===== src/rtl/core_run_ctrl.sv =====
// Run controller for a simulated core: sequences core reset, gates the core clock enable while
// running, and ends the run on a halt request, a PC self-loop or a cycle-budget timeout.
module core_run_ctrl #(
  parameter int unsigned XLEN        = 32,
  parameter int unsigned CNT_W       = 32,
  parameter int unsigned RST_CYCLES  = 2,
  parameter int unsigned MAX_CYCLES  = 1000,
  parameter int unsigned STALL_LIMIT = 8
) (
  input  logic             clk,
  input  logic             rst,
  input  logic             start,
  input  logic             halt_req,
  input  logic [XLEN-1:0]  pc_in,
  output logic             core_rst_n,
  output logic             core_en,
  output logic             running,
  output logic             done,
  output logic [1:0]       status,
  output logic [CNT_W-1:0] cycle_count,
  output logic [XLEN-1:0]  last_pc
);

  typedef enum logic [1:0] {StIdle, StReset, StRun, StDone} state_e;

  localparam logic [7:0]       RstLast  = 8'(RST_CYCLES - 1);
  // Counter value one short of the limit: the next unchanged cycle completes the self-loop.
  localparam logic [7:0]       StallPre = 8'(STALL_LIMIT - 2);
  localparam logic [CNT_W-1:0] CntLast  = CNT_W'(MAX_CYCLES - 1);

  state_e           state_q, state_d;
  logic [7:0]       rst_cnt_q, rst_cnt_d;
  logic [7:0]       stall_q, stall_d;
  logic [CNT_W-1:0] cycle_count_q, cycle_count_d;
  logic [1:0]       status_q, status_d;
  logic [XLEN-1:0]  last_pc_q, last_pc_d;
  logic [XLEN-1:0]  prev_pc_q, prev_pc_d;
  logic             pc_valid_q, pc_valid_d;
  logic             done_q, done_d;

  logic pc_changed, stall_hit, timeout_hit, clear_run;

  always_comb begin
    state_d       = state_q;
    rst_cnt_d     = rst_cnt_q;
    stall_d       = stall_q;
    cycle_count_d = cycle_count_q;
    status_d      = status_q;
    last_pc_d     = last_pc_q;
    prev_pc_d     = prev_pc_q;
    pc_valid_d    = pc_valid_q;
    done_d        = done_q;
    clear_run     = 1'b0;

    // The first RUN cycle has no previous PC and always counts as a change.
    pc_changed  = !pc_valid_q || (pc_in != prev_pc_q);
    stall_hit   = !pc_changed && (stall_q == StallPre);
    timeout_hit = (cycle_count_q == CntLast);

    case (state_q)
      StIdle: begin
        if (start) clear_run = 1'b1;
      end
      StReset: begin
        if (rst_cnt_q == RstLast) begin
          state_d = StRun;
        end else begin
          rst_cnt_d = rst_cnt_q + 8'd1;
        end
      end
      StRun: begin
        cycle_count_d = (&cycle_count_q) ? cycle_count_q : cycle_count_q + 1'b1;
        prev_pc_d     = pc_in;
        pc_valid_d    = 1'b1;
        if (pc_changed) begin
          stall_d = '0;
        end else if (!(&stall_q)) begin
          stall_d = stall_q + 8'd1;
        end
        if (halt_req || stall_hit || timeout_hit) begin
          state_d   = StDone;
          done_d    = 1'b1;
          last_pc_d = pc_in;
          if (halt_req)       status_d = 2'b01;
          else if (stall_hit) status_d = 2'b10;
          else                status_d = 2'b11;
        end
      end
      StDone: begin
        if (start) clear_run = 1'b1;
      end
      default: state_d = StIdle;
    endcase

    if (clear_run) begin
      state_d       = StReset;
      rst_cnt_d     = '0;
      stall_d       = '0;
      cycle_count_d = '0;
      status_d      = 2'b00;
      last_pc_d     = '0;
      pc_valid_d    = 1'b0;
      done_d        = 1'b0;
    end
  end

  always_ff @(posedge clk or negedge rst) begin
    if (!rst) begin
      state_q       <= StIdle;
      rst_cnt_q     <= '0;
      stall_q       <= '0;
      cycle_count_q <= '0;
      status_q      <= 2'b00;
      last_pc_q     <= '0;
      prev_pc_q     <= '0;
      pc_valid_q    <= 1'b0;
      done_q        <= 1'b0;
    end else begin
      state_q       <= state_d;
      rst_cnt_q     <= rst_cnt_d;
      stall_q       <= stall_d;
      cycle_count_q <= cycle_count_d;
      status_q      <= status_d;
      last_pc_q     <= last_pc_d;
      prev_pc_q     <= prev_pc_d;
      pc_valid_q    <= pc_valid_d;
      done_q        <= done_d;
    end
  end

  // Core stays out of reset in DONE so its state can still be inspected.
  assign core_rst_n  = (state_q == StRun) || (state_q == StDone);
  assign core_en     = (state_q == StRun);
  assign running     = (state_q == StRun);
  assign done        = done_q;
  assign status      = status_q;
  assign cycle_count = cycle_count_q;
  assign last_pc     = last_pc_q;

endmodule


===== config.mk =====
export PLATFORM = sky130hd
export DESIGN_NAME = core_run_ctrl
export DESIGN_NICKNAME = d
export VERILOG_FILES = /design/src/rtl/core_run_ctrl.sv
export SDC_FILE = /design/constraint.sdc
export NUM_CORES = 1
export LEC_CHECK = 0
export BUFFER_PORTS_ARGS = -buffer_cell sky130_fd_sc_hd__buf_4
export CAP_MARGIN = 20
export CELL_PAD_IN_SITES_DETAIL_PLACEMENT = 0
export CELL_PAD_IN_SITES_GLOBAL_PLACEMENT = 2
export CORE_ASPECT_RATIO = 0.9
export CORE_UTILIZATION = 35
export CTS_CLUSTER_DIAMETER = 30
export CTS_CLUSTER_SIZE = 24
export DETAILED_ROUTE_END_ITERATION = 6
export PLACE_DENSITY_LB_ADDON = 0.12
export SETUP_SLACK_MARGIN = 0.1
export SLEW_MARGIN = 20
export SYNTH_ARGS = -nofsm -noshare
export SYNTH_HDL_FRONTEND = slang
export SYNTH_SLANG_ARGS = --single-unit

===== constraint.sdc =====
create_clock -name clk -period 3 [get_ports clk]
set_clock_uncertainty 0.15 [all_clocks]
set_input_delay 0.15 -clock clk [delete_from_list [all_inputs] [get_ports clk]]
set_output_delay 0.15 -clock clk [all_outputs]
set_load 0.01 [all_outputs]

* Word level (Yosys, flattened, before mapping) *
Index checks and enable logic that the tools add are counted.
W data, S select, Z words.

storage, ports and cells
  register bits = 118
  logic and storage cells = 73

operators by class
  add/sub/neg operators = 3
  equality and inequality tests = 12
  mux-type cells = 29
  reductions and logical operators = 20

operator list
  operator                 count
  $mux W32                 6
  $mux W8                  7
  $add A32 B1 Y32 const B  1
  $eq A32 B10 Y1 const B   1
  $ne A32 B32 Y1           1
  $reduce_and A32 Y1       1
  $add A8 B1 Y8 const B    2
  $mux W2                  7
  $eq A8 B1 Y1 const B     1
  $eq A8 B3 Y1 const B     1
  $mux W1                  8
  $reduce_and A2 Y1        4
  $reduce_and A8 Y1        1
  $ne A3 B3 Y1 const B     2
  $reduce_bool A2 Y1       3
  $eq A2 B2 Y1 const B     2
  $logic_or A1 B1 Y1       4
  $ne A2 B2 Y1 const B     2
  $pmux W2 S2              1
  $ne A3 B1 Y1 const B     1
  $reduce_and A3 Y1        1
  $reduce_bool A3 Y1       1
  $eq A2 B1 Y1 const B     1
  $logic_not A1 Y1         2
  3 further kinds          3

* Logic depth before layout (Yosys ltp) *
Gate-level depths: netlist (run 1).

  depth after elaboration = 9
  gate-level depth with buffers = 9
  depth with buffers taken out = 8

* Worst setup path before layout (run 1) *
OpenSTA, ideal clock, no wires.

  kind = register to register
  start point = register state_q[0]
  end point = register cycle_count_q[19] (netlist: cycle_count[19])
  arrival time = 2340 ps
  path slack = 378 ps
  stages on the path, launching flop included = 9
  cell sequence = dfrtp_1 -> inv_1 -> ha_1 -> and2_1 -> or3b_2 -> nor4_2 -> nor4_1 -> xnor2_1 -> nor2_1

between the ends
  longest elaborated chain between the ends = 5

ends and longest elaborated chain
  item                                                                 RTL line  source
  start, declared                                                      31        state_e state_q, state_d;
  start signal, assigned                                               109       state_q <= StIdle;
  start signal, assigned                                               119       state_q <= state_d;
  $eq A2 B2 Y1 or $logic_not A2 Y1 (tied branches)                     60        case (state_q)
  $reduce_or A2 Y1 (no source line)                                    --
  $mux W1                                                              --
  $ne A2 B2 Y1 (no source line) or $reduce_bool A2 Y1 (tied branches)  --
  $reduce_and A2 Y1 (no source line)                                   --
  end signal, assigned                                                 122       cycle_count_q <= cycle_count_d;
  end, declared                                                        34        logic [CNT_W-1:0] cycle_count_q, cycle_count_d;

Several ways; a longest one is shown, not always the timed one.
A chain may end at the register's enable or synchronous reset.

* Worst setup path after layout (run 1) *
  start point = input pc_in[10]
  end point = register last_pc_q[16] (netlist: last_pc[16])

between the ends
  longest elaborated chain between the ends = 8

ends and longest elaborated chain
  item                                 RTL line  source
  start, declared                      14        input logic [XLEN-1:0] pc_in,
  $ne A32 B32 Y1                       56        pc_changed = !pc_valid_q || (pc_in != prev_pc_q);
  $logic_or A1 B1 Y1                   56
  $logic_not A1 Y1                     57        stall_hit = !pc_changed && (stall_q == StallPre);
  $logic_and A1 B1 Y1                  57
  $logic_or A1 B1 Y1 (2 in a row)      80        if (halt_req || stall_hit || timeout_hit) begin
  $reduce_bool A2 Y1 (no source line)  --
  $reduce_and A2 Y1 (no source line)   --
  end signal, assigned                 124       last_pc_q <= last_pc_d;
  end, declared                        36        logic [XLEN-1:0] last_pc_q, last_pc_d;

No other way between the ends.

==> impl_results.md, run 1 <==
* Fin. Hold Viols at 0
* Switching power at 2370 µW
* Required time at the worst-slack endpoint at 3110 ps
* I/O Pins at 106
* Vias in the first global route at 5,053
* Worst Tran Pin Value at 888 ps
* Clk Latency, worst-skew pair at 420 ps
* Min Tclk post-route at 2780 ps
* Unrepaired setup endpoints after global routing: false
* Layout Cell Area excl Fill at 8000 µm²
* Final Cycle Share at 92.5%
* Yosys reg bits at 118
* Die footprint at 17,600 µm²
* Max Transition Viols Final at 0
* Post-synth cell types at 55
* Syn. warnings at 0
* Most common cell after layout, fill and taps aside: buf_4
* Inst Count DP at 899
* Number of antenna violations at the first check in global routing at 0
* Antenna-violating nets left at 0
* Fin nets at 786
* Combinational fraction of design power at 33.9%
* Clock Pin Slew Worst Setup and Hold Paths at 60 ps
* Port bufs at 105
* Final Non-Filler Cells at 966
* Multi-input gate area at 2850 µm²
* Synth area leader: dfrtp_1
* Crit path max fanout at 32
* Clock share of power at 30.3%
* Pin count of the biggest net entering global routing at 76
* Hold WS at 48.0 ps
* Routed len/inst at 17.3 µm
* Syn Inst Count at 601
* P&R area growth vs syn at 33.6%
* Core Footprint at 16,800 µm²
* Synth area leaders: dfrtp_1, mux2_2, xor2_1
* Die Width at 140 µm
* Sequential group share of total power at 35.8%
* Dpl hpwl at 11,000 µm
* GP Congestion at 0.780
* WP data arrival at 2880 ps
* Total power at 6780 µW
* Net Sw Frac at 35.0%
* # H-tree levels at 4
* Initial Util at 35.6%
* Run status: complete, no violations
* Layout cells sized above 1 at 27.8%
* Max_slew headroom at 40.8%
* Leakage at 0.00351 µW
* Mean post-synth cell area at 9.97 µm²
* Via count at 5,053
* Pwr per Cell Area at 847 nW/µm²
* Placed cell area at 7060 µm²
* Root Buffer: clkbuf_16
* Async S/R FF share, synth at 100%
* Int Pwr at 4410 µW
* Fillers at 1,623
* Clock sink count at 118
* Total CTS buffers at 17
* Iteration-0 DRC Markers at 321
* Post-route DRC violation count at 0
* Seq. cell area at 2950 µm²
* Row cnt at 45
* Number of diodes at 0
* Worst setup SP type: input pin
* Max VDD drop at 405 µV
* Main flop type after synthesis: dfrtp_1
* Endpoints failing setup at 0
* Number of flops mapped to enable cells by yosys at 0
* CTS tree: yes
* Max Freq at 360 MHz
* HP Class: input pin to flip-flop
* Gr ovfl total at 0
* Bufs on Longest Clock Path at 2
* CP Capture Type: flip-flop
* Post-synth top area share at 49.3%
* Drt first pass iters at 4
* Synth Cell Area at 5990 µm²
* Critical path class: input pin to flip-flop
* Sequential fraction of the synthesis area at 49.3%
* Chip height at 126 µm
* Post-Syn Nets at 645
* Resized cells post-CTS at 0
* Drt via density at 5.23
* Final setup TNS at 0 ps
* Most frequent cells in the layout: buf_4, dfrtp_1, nand3_1
* Total track usage at 20.1%
* Max-cap violation count at 0
* Final wirelength at 16,700 µm
* First-pass GRT wire length at 27,300 µm
==> cell type report <==
class,count,area share [%]
clock buffer,17,5.32
multi-input combinational,435,35.6
timing repair buffer,157,16.1
tap,211,3.30
sequential,118,36.9
inverter,13,0.610
clock inverter,15,2.13
==> routing by layer <==
layer / global-route usage (%) / vias up / share of wire [%]
li1: - / 2432 / -
met1: 29.2 / 2493 / 51
met2: 29.7 / 121 / 44
met3: 3.95 / 7 / 4.8
met4: 6.79 / 0 / 0.62
met5: 0 / - / 0
==> Yosys cell counts, types with 5 or more instances <==
library cell and n:
ha_1 8, nor3_1 18, a21oi_1 47, and3_1 8, nor2_1 45, clkbuf_1 26
dfrtp_1 118, nand4_1 13, nand3_1 51, nand2_1 31, and4_1 5, inv_1 13
a31o_2 5, o21ai_0 43, mux2_2 30, xor2_1 33, or3_1 5, nor4_2 6
nor4_1 16, xnor2_1 27
==> registers in the layout, indices dropped and copies added, names as in the netlist <==
register,count
last_pc,32
prev_pc_q,32
done,1
rst_cnt_q,8
cycle_count,32
pc_valid_q,1
status,2
stall_q,8
state_q,2
==> cell families (layout without fill, tap and decap cells) <==
logic type / Yosys count / in the layout / synth area share (%)
flip-flops: 118 / 118 / 49.3
AO/OA/AOI/OAI: 119 / 119 / 11.8
multiplexers: 31 / 31 / 5.80
adder cells (fa/ha/maj): 8 / 8 / 1.67
buffers and inverters: 48 / 202 / 3.34
XOR/XNOR: 60 / 60 / 8.77
AND/OR/NAND/NOR: 217 / 217 / 19.4
==> power by group through the flow <==
stage / clock (µW) / combinational, µW / sequential (µW)
6_report: 2060 / 2300 / 2430
5_1_grt: 2180 / 2530 / 2490
4_1_cts: 2110 / 2340 / 2430
3_5_place_dp: 0 / 2300 / 2450
3_3_place_gp: 0 / 2240 / 2420
2_1_floorplan: 0 / 1290 / 2500
==> timing repair <==
item                       CTS  global route
setup buffers                0             1
hold buffers                34             0
hold endpoints to repair   156             0
setup endpoints to repair    0             1
==> through the flow <==
| stage | util, % | setup WS [ps] |
|---|---|---|
| after floorplan | - | 378 |
| after global placement | 41.9 | 285 |
| after detailed placement | 41.9 | 226 |
| after CTS | 47.5 | 210 |
| after global routing | 47.5 | 107 |
| final | 47.5 | 224 |
==> worst max-delay path, stage by stage <==
cell and delay (ps):
dlygate4sd3_1 530, buf_4 140, xor2_1 170, nor4_1 460, nand4_1 310, or4_2 600, buf_4 280, nand3_1 130
a21oi_1 70
==> worst paths after layout <==
| check | from | to | slack, ps | cells past startpoint |
|---|---|---|---|---|
| worst min register to register | pc_valid_q | pc_valid_q | 350 | 2 |
| max in group asynchronous | rst | cycle_count[4] | 1860 | 3 |
| worst min-delay path | start | cycle_count[1] | 50 | 4 |
| worst max register to register | prev_pc_q[10] | last_pc[16] | 230 | 7 |
| worst max-delay path | pc_in[10] | last_pc[16] | 220 | 9 |
| min in group asynchronous | rst | last_pc[6] | 70 | 2 |
Note: power is estimated with default switching activity, not from simulation.
==> run 2, diff against run 1 <==
- ABC_AREA: not set -> 1
- CORE_UTILIZATION: 35 -> 32
- CTS_CLUSTER_DIAMETER: 30 -> not set
- clock period: 3 -> 2.9 ns (I/O delays scaled with it)
==> impl_results.md, run 2 <==
* Clock sink count at 118 (unchanged)
* Initial Util at 32.7% (-2.9 points)
* Endpoints failing setup at 0 (unchanged)
* Fin nets at 1,140 (+45%)
* Synth cell count leaders: nand2_1, dfrtp_1, inv_1
* Clock Pin Slew Worst Setup and Hold Paths at 60 ps (about the same)
* Worst path cell trace: ha_1 > nand2_1 > inv_1 > nand2_1 > nor2_1 > nand3_1 > nor2_1 > nor2_1 > nand3_2 > nand2_2 > buf_4 > nand2_1 > o21ai_2
* Port bufs at 105 (unchanged)
* Final wirelength at 20,600 µm (+23%)
* Post-synth top area share at 43.4% (-5.9 points)
* Placed cell area at 7940 µm² (+13%)
* Async S/R FF share, synth at 100% (unchanged)
* Leakage at 0.00429 µW (+22%)
* Via count at 6,514 (+29%)
* Bufs on Longest Clock Path at 2 (unchanged)
* Final Non-Filler Cells at 1,395 (+44%)
* Number of flops mapped to enable cells by yosys at 0 (unchanged)
* P&R area growth vs syn at 30.1%
* Post-Syn Nets at 997 (+55%)
* WP data arrival at 2720 ps (-160 ps)
* Drt first pass iters at 6 (+2)
* Crit path buf inv count at 2 (-1)
* CTS tree: yes
* Most frequent cells in the layout: nand2_1, buf_4, dfrtp_1
* R2R cell count at 13 (+6)
* First-pass GRT wire length at 33,700 µm (+24%)
* Final setup TNS at 0 ps (unchanged)
* # hold bufs at CTS at 34 (unchanged)
* Slowest CP cell: buf_4
* Most common cell after layout, fill and taps aside: nand2_1
* Inst Count DP at 1,329 (+48%)
* Dpl hpwl at 15,200 µm (+38%)
* Max_slew headroom at 51.8% (+11 points)
* Net Sw Frac at 42.6% (+7.6 points)
* Clk Latency, worst-skew pair at 430 ps (about the same)
* Int Pwr at 4750 µW (+7.9%)
* Combinational fraction of design power at 42.7% (+8.8 points)
* Syn Inst Count at 953 (+59%)
* Drt via density at 4.67 (-11%)
* Sequential group share of total power at 31.9% (-3.9 points)
* Yosys reg bits at 118 (unchanged)
* Clock share of power at 25.5% (-4.8 points)
* Post-CTS repair timing setup buffer count at 0 (unchanged)
* Critical R2R Capture: last_pc[16]
* Worst setup SP type: flip-flop
* Crit path max fanout at 69 (+120%)
* Syn. warnings at 0 (unchanged)
* Total power at 8280 µW (+22%)
* Row cnt at 50 (+11%)
* Layout Cell Area excl Fill at 8860 µm² (+11%)
* Synth Cell Area at 6810 µm² (+14%)
* Unrepaired setup endpoints after global routing: false
* Number of diodes at 0 (unchanged)
* Max VDD drop at 376 µV (-7.2%)
* Die footprint at 21,900 µm² (+24%)
* Number of antenna violations at the first check in global routing at 0 (unchanged)
* R2R setup slack at 370 ps (+140 ps)
* Post-route DRC violation count at 0 (unchanged)
* Chip height at 140 µm (+11%)
* Sequential fraction of the synthesis area at 43.4% (-5.9 points)
* Gr ovfl total at 0 (unchanged)
* Main flop type after synthesis: dfrtp_1
* Die Width at 156 µm (+11%)
* Max Freq at 396 MHz
* Root Buffer: clkbuf_16
* HP Class: input pin to asynchronous set/reset pin
* Switching power at 3530 µW (+49%)
* # H-tree levels at 4 (unchanged)
* Synth area leader: dfrtp_1
* GP Congestion at 0.845 (+8.4%)
* Total track usage at 20.1% (-0.036 points)
* Pin count of the biggest net entering global routing at 80 (+5.3%)
* Vias in the first global route at 6,048 (+20%)
* CP Capture Type: flip-flop
* Iteration-0 DRC Markers at 426 (+33%)
* Min Tclk post-route at 2530 ps
* Resized cells post-CTS at 0 (unchanged)
* Pwr per Cell Area at 934 nW/µm² (+10%)
* Core Footprint at 20,800 µm² (+24%)
* Worst Tran Pin Value at 722 ps (-166 ps)
* Routed len/inst at 14.8 µm (-14%)
* Max-cap violation count at 0 (unchanged)
* Required time at the worst-slack endpoint at 3090 ps (-20 ps)
* R2R Path Start: cycle_count[0]
* I/O Pins at 106 (unchanged)
* Total CTS buffers at 17 (unchanged)
* Most common cell in the netlist: nand2_1
* Fin. Hold Viols at 0 (unchanged)
* Total stage count of the critical path at 13 (+4)
* Final Cycle Share at 87.1%
* Mean post-synth cell area at 7.15 µm² (-28%)
* Max Transition Viols Final at 0 (unchanged)
* Top cell family by delay on the critical path: simple AND/OR/NAND/NOR gates
* Antenna-violating nets left at 0 (unchanged)
* Critical path class: flip-flop to flip-flop
* Synth area leaders: dfrtp_1, nand2_1, inv_1
* Run status: complete, no violations
* Critical Path Max Stage Delay at 530 ps (-70 ps)
* Post-synth cell types at 33 (-40%)
* Hold WS at 97.1 ps (+49.1 ps)
* Layout cells sized above 1 at 15.7% (-12 points)
run 2: per-stage QoR:
step	setup slack, ps	util [%]
floorplan	884	-
global placement	457	38.1
detailed placement	362	38.1
CTS	353	42.5
global route	130	42.5
finish	374	42.5
run 2: cell families (layout without fill, tap and decap cells):
group	count (synthesis)	after routing	synth area share [%]
simple gates	541	541	34.0
flops	118	118	43.4
fa+ha+maj	8	8	1.47
compound gates	115	115	9.37
buf+inv	146	302	8.56
xor+xnor	25	25	3.22
run 2: how the worst max path moves through the flow:
| stage | endpoint | slack (ps) | from |
|---|---|---|---|
| after CTS | last_pc[16] | 350 | cycle_count[0] |
| after global routing | last_pc[21] | 130 | cycle_count[0] |
| after floorplan | cycle_count[10] | 880 | state_q[0] |
| after global placement | last_pc[7] | 460 | cycle_count[0] |
| after detailed placement | last_pc[6] | 360 | cycle_count[0] |
| final | last_pc[16] | 370 | cycle_count[0] |
run 2: layout make-up:
cell class              count  area, µm²
flip-flops and latches    118       2950
clock inverters            15        155
multi-input cells         689       3280
inverters                 115        432
fillers                  2216      12000
repair buffers            155       1260
clock buffers              17        425
well taps                 286        358
run 2: worst register-to-register path, cell delays in order (launching register included):
cell	delay, ps
dfrtp_1	440
ha_1	270
nand2_1	130
inv_1	80
nand2_1	60
nor2_1	50
nand3_1	70
nor2_1	50
nor2_1	150
nand3_2	110
nand2_2	60
buf_4	530
nand2_1	220
o21ai_2	90
run 2: per-layer routing:
metal  GRT usage, %  routed length [µm]  vias to the layer above
li1               -                   -                     3366
met2           27.7                8260                      155
met5              0                   0                        -
met3           4.33                 874                       17
met1           31.2               11200                     2976
met4           4.75                 236                        0
run 2: power groups by stage:
| stage | Sequential (µW) | Combinational (µW) | Clock (µW) |
|---|---|---|---|
| 5_1_grt | 2720 | 4030 | 2230 |
| 3_3_place_gp | 2660 | 3550 | 0 |
| 3_5_place_dp | 2660 | 3560 | 0 |
| 2_1_floorplan | 2710 | 2150 | 0 |
| 6_report | 2640 | 3530 | 2110 |
| 4_1_cts | 2640 | 3600 | 2160 |
